[config.mk]
export PLATFORM = sky130hd
export DESIGN_NAME = hms_clock
export DESIGN_NICKNAME = d
export VERILOG_FILES = /design/src/rtl/hms_pkg.sv /design/src/rtl/hms_clock_counter.sv /design/src/rtl/hms_clock.sv
export SDC_FILE = /design/constraint.sdc
export NUM_CORES = 1
export LEC_CHECK = 0
export CAP_MARGIN = 25
export CORE_UTILIZATION = 45
export DETAILED_ROUTE_END_ITERATION = 6
export PLACE_DENSITY_LB_ADDON = 0.12
export SETUP_SLACK_MARGIN = 0.2
export SLEW_MARGIN = 20
export SYNTH_ARGS = -nofsm -noshare
export SYNTH_HDL_FRONTEND = slang
export SYNTH_SLANG_ARGS = --single-unit
[constraint.sdc]
create_clock -name clk -period 5.05 [get_ports clk]
set_input_delay 1.01 -clock clk [delete_from_list [all_inputs] [get_ports clk]]
set_output_delay 1.01 -clock clk [all_outputs]
set_load 0.02 [all_outputs]
[src/rtl/hms_pkg.sv]
// Shared widths, limits and helpers for the HH:MM:SS time-of-day clock.
package hms_pkg;

  localparam int HR_W    = 5;
  localparam int MS_W    = 6;
  localparam int MIN_MAX = 59;
  localparam int HR_MAX  = 23;

  typedef struct packed {
    logic [HR_W-1:0] hours;
    logic [MS_W-1:0] mins;
    logic [MS_W-1:0] secs;
  } hms_t;

  // Returns {pm, hours_disp} for 12-hour display; midnight and noon both show 12.
  function automatic logic [HR_W:0] to_12h(input logic [HR_W-1:0] hours);
    logic            pm;
    logic [HR_W-1:0] disp;
    pm = (hours >= HR_W'(12));
    if (hours == '0)
      disp = HR_W'(12);
    else if (hours > HR_W'(12))
      disp = hours - HR_W'(12);
    else
      disp = hours;
    return {pm, disp};
  endfunction

endpackage

[src/rtl/hms_clock_counter.sv]
// Modulo-(N+1) counter with synchronous load; wrap is the carry into the next stage.
module mod_n_counter #(
  parameter int N = 59,
  parameter int W = 6
) (
  input  logic         clk,
  input  logic         rst,
  input  logic         en,
  input  logic         ld,
  input  logic [W-1:0] ld_val,
  output logic [W-1:0] q,
  output logic         wrap
);

  localparam logic [W-1:0] MAXV = W'(N);

  assign wrap = en && (q == MAXV);

  // Load wins over count; an out-of-range load value lands on zero.
  always_ff @(posedge clk or posedge rst) begin
    if (rst)
      q <= '0;
    else if (ld)
      q <= (ld_val > MAXV) ? '0 : ld_val;
    else if (en)
      q <= (q == MAXV) ? '0 : q + W'(1);
  end

endmodule

[src/rtl/hms_clock.sv]
// HH:MM:SS time-of-day clock with prescaler, run/stop, load, 12/24-h display,
// alarm match and day-rollover pulses.
module hms_clock
  import hms_pkg::*;
#(
  parameter int TICK_DIV = 50_000_000,
  parameter int SEC_MAX  = 59
) (
  input  logic            clk,
  input  logic            rst,
  input  logic            run,
  input  logic            load,
  input  logic [HR_W-1:0] load_h,
  input  logic [MS_W-1:0] load_m,
  input  logic [MS_W-1:0] load_s,
  input  logic            mode_12h,
  input  logic            alarm_en,
  input  logic [HR_W-1:0] alarm_h,
  input  logic [MS_W-1:0] alarm_m,
  output logic [HR_W-1:0] hours,
  output logic [MS_W-1:0] mins,
  output logic [MS_W-1:0] secs,
  output logic [HR_W-1:0] hours_disp,
  output logic            pm,
  output logic            sec_tick,
  output logic            alarm_hit,
  output logic            day_tick
);

  localparam int            PW   = (TICK_DIV > 1) ? $clog2(TICK_DIV) : 1;
  localparam logic [PW-1:0] PMAX = PW'(TICK_DIV - 1);

  logic [PW-1:0] pcnt;
  logic          tick;
  logic          s_wrap, m_wrap, h_wrap;
  logic          hit_d;
  hms_t          nxt;

  // A load in the same cycle swallows the tick and restarts the prescaler phase.
  assign tick = run && !load && (pcnt == PMAX);

  always_ff @(posedge clk or posedge rst) begin
    if (rst)
      pcnt <= '0;
    else if (load)
      pcnt <= '0;
    else if (run)
      pcnt <= tick ? '0 : pcnt + PW'(1);
  end

  mod_n_counter #(.N(SEC_MAX), .W(MS_W)) u_secs (
    .clk(clk), .rst(rst), .en(tick), .ld(load), .ld_val(load_s),
    .q(secs), .wrap(s_wrap)
  );

  mod_n_counter #(.N(MIN_MAX), .W(MS_W)) u_mins (
    .clk(clk), .rst(rst), .en(s_wrap), .ld(load), .ld_val(load_m),
    .q(mins), .wrap(m_wrap)
  );

  mod_n_counter #(.N(HR_MAX), .W(HR_W)) u_hours (
    .clk(clk), .rst(rst), .en(m_wrap), .ld(load), .ld_val(load_h),
    .q(hours), .wrap(h_wrap)
  );

  // Time after a minute rollover; the alarm only fires on the :00 second of its minute.
  always_comb begin
    nxt       = '0;
    nxt.mins  = m_wrap ? '0 : mins + MS_W'(1);
    nxt.hours = h_wrap ? '0 : (m_wrap ? hours + HR_W'(1) : hours);
    hit_d     = s_wrap && alarm_en && (nxt.hours == alarm_h) && (nxt.mins == alarm_m);
  end

  always_ff @(posedge clk or posedge rst) begin
    if (rst) begin
      sec_tick  <= 1'b0;
      alarm_hit <= 1'b0;
      day_tick  <= 1'b0;
    end else begin
      sec_tick  <= tick;
      alarm_hit <= hit_d;
      day_tick  <= h_wrap;
    end
  end

  assign {pm, hours_disp} = mode_12h ? to_12h(hours) : {hours >= HR_W'(12), hours};

endmodule

==> out/metrics.yaml <==
timing:
  finalSetupViolCount: 0
  tightestPinTransition_ns: 0.680
  layout_setup_ws_ns: 1.36
  whs_ns: 0.495
  fin_setup_tns_ns: 0
  fin_crit_sh_pct: 73.1
  rsz0062_at_grt: "false"
  skew_ns: 0.00861
  drv_slew: 0
  post-route-min-period_ns: 3.69
  hold_viol_final: 0
  maxClockFrequency_mhz: 271
  slew_headroom_pct: 54.6
outcome:
  status: "completed"
worst_setup_path:
  crit_top_cell: "clkdlybuf4s50_1"
  worstPathRequired_ns: 4.04
  path_cells: "clkdlybuf4s50_1, nand2b_1, a2111oi_0, a21o_1, clkdlybuf4s50_1"
  arrival_ns: 2.68
  rrSetupSlack_ns: 2.16
  regToRegEndpoint: "alarm_hit$_DFF_PP0_"
  cp_max_fo: 4
  cp_slowest_cell: "clkdlybuf4s50_1"
  slowest_delay_ns: 0.59
  crit_path_start_kind: "input port"
  cp-end-kind: "output pin"
  r2r-start: "u_mins.q[0]$_DFFE_PP0P_"
  crit_type: "in2out"
  rr_worst_depth: 8
yosys:
  synth_edf_count: 0
  ys.flop_type: "dfrtp_1"
  synth_top_area_cell: "dfrtp_1"
  synth_area_per_cell_um2: 8.41
  synth_cell_types: 52
  synth_top_area_share_pct: 39.0
  synth_area_um2: 2950
  ys_seq_area_share_pct: 39.0
  ys_seq_elements: 46
  syn_inst: 351
  ys_warn_count: 0
  syn-num-nets: 393
  synthArstFlopShare_pct: 100
  synth_area_leaders: "dfrtp_1, o21ai_0, nand2_1"
cells_and_area:
  area_growth_pct: 25.4
  diodes: 0
  final_cell_mix: "clkdlybuf4s50_1, dfrtp_1, nand2_1, nor2_1, o21ai_0"
  drive_gt1_share_pct: 3.89
  mostFrequentLayoutCell: "clkdlybuf4s50_1"
  nets: 452
  fin_area_um2: 3700
  final_util_pct: 58.3
placed_design:
  postPlaceCellArea_um2: 3610
  gp_congestion: 0.868
  place_ws_ns: 1.29
  hpwl_um: 5670
  portBuffers: 59
global_routing:
  grt_pass1_vias: 2837
  grt_use_total_pct: 22.8
  grt_util_met3_pct: 4.08
  gr-usage-met1_pct: 29.1
  grt-ovfl-total: 0
  grt.busiest_layer: "met2"
  grt_max_degree: 47
  antenna_found_initial: 0
  grt_pass1_wl_um: 13000
  grt_use_met2_pct: 38.2
clock_network:
  cts_setup_buffers: 0
  clk_latency_ns: 0.30
  clockBufferDepth: 2
  post_cts_resized: 0
  cts_buffers: 5
  path_clk_slew_ns: 0.09
  htree_levels: 2
  clock-sinks: 46
  clk_root_buffer_cell: "clkbuf_8"
  cts_tree: "built"
  cts_hold_buf: 0
job:
  drv_cap: 0
floorplan:
  ioPinCount: 60
  dieHeight_um: 83.0
  rows: 29
  coreArea_um2: 6350
  initial_utilization_pct: 46.5
  die_width_um: 83.0
  die-area_um2: 6890
drt:
  routed_via_density: 5.72
  first_pass_iters: 6
  ant_nets: 0
  routed-via-count: 2790
  drc_errors: 0
  drt_iter0_drc: 168
  wirelength_um: 7570
  wire_per_inst_um: 15.5
power:
  powerDensity_nw_per_um2: 231
  ir_drop_v: 0.000150
  leakagePower_uw: 0.00149
worst_hold_path:
  hp-class: "reg2reg"
  whs_path_depth: 1
  hold_end: "pcnt[25]$_DFFE_PP0P_"
  min_from: "pcnt[25]$_DFFE_PP0P_"
per-stage QoR:
step	cells	power, µW
finish	488	856
global route	488	904
CTS	488	865
detailed placement	480	625
global placement	480	623
floorplan	351	525
flip-flops by register name (all words and copies together), names as in the netlist:
register / count
alarm_hit: 1
day_tick: 1
pcnt: 26
sec_tick: 1
u_hours.q: 5
u_mins.q: 6
u_secs.q: 6
worst max-delay path: cells and delay by family:
family	cells	cell delay, ns
buffers and inverters	2	1.11
AOI/OAI and AO/OA	2	0.49
and+or+nand+nor	1	0.08
routing by layer:
metal / wire length, µm / part of all wire [%]
met5: 0 / 0
met4: 138 / 1.8
met3: 307 / 4.1
met2: 3630 / 48
met1: 3490 / 46
synthesized netlist by cell type (all sizes together), types with 2 or more instances:
cell type,number
a2111o,2
a2111oi,2
a21oi,27
a221oi,2
a22o,3
a22oi,4
a31oi,2
a41oi,2
and2,5
and3,8
and4,3
buf,3
clkbuf,6
dfrtp,46
ha,8
inv,14
mux2i,3
nand2,39
nand2b,2
nand3,19
nand4,7
nor2,39
nor2b,3
nor3,7
nor3b,2
nor4,6
o21ai,33
o31ai,5
or2,2
or3,6
xnor2,11
xor2,15
final cells by class:
cell class,instances,area [µm²]
Timing Repair Buffer,61,606
Clock buffer,6,82.6
Tap cell,77,96.3
Inverter,15,61.3
Multi-Input combinational cell,281,1690
Clock inverter,2,12.5
Sequential cell,46,1150
Fill cell,576,2650
worst max-delay path by stage:
stage / slack [ns] / end / from / depth (start not counted)
2_1_floorplan: 2.23 / alarm_hit$_DFF_PP0_ / run / 7
3_3_place_gp: 1.37 / alarm_hit$_DFF_PP0_ / load / 10
3_5_place_dp: 1.29 / alarm_hit$_DFF_PP0_ / load / 10
4_1_cts: 1.36 / hours_disp[4] / mode_12h / 5
5_1_grt: 1.17 / hours_disp[4] / mode_12h / 5
6_report: 1.36 / hours_disp[4] / mode_12h / 5
kinds of logic after synthesis:
kind of cell | count (synthesis) | synth area share [%]
buffers and inverters | 24 | 3.64
muxes | 3 | 1.02
DFF | 46 | 39.0
xor gates and xnor gates | 26 | 7.71
and+or+nand+nor | 153 | 26.2
AOI/OAI and AO/OA | 91 | 19.0
adders and majority gates | 8 | 3.39
power by group:
group          switching (µW)  total [µW]  internal (µW)  leakage (µW)
clock network             128         238            110     0.0000472
registers                26.7         410            383      0.000613
logic                     108         208           99.4      0.000827
total                     263         856            593       0.00149
Power figures use the tool's default switching activity.
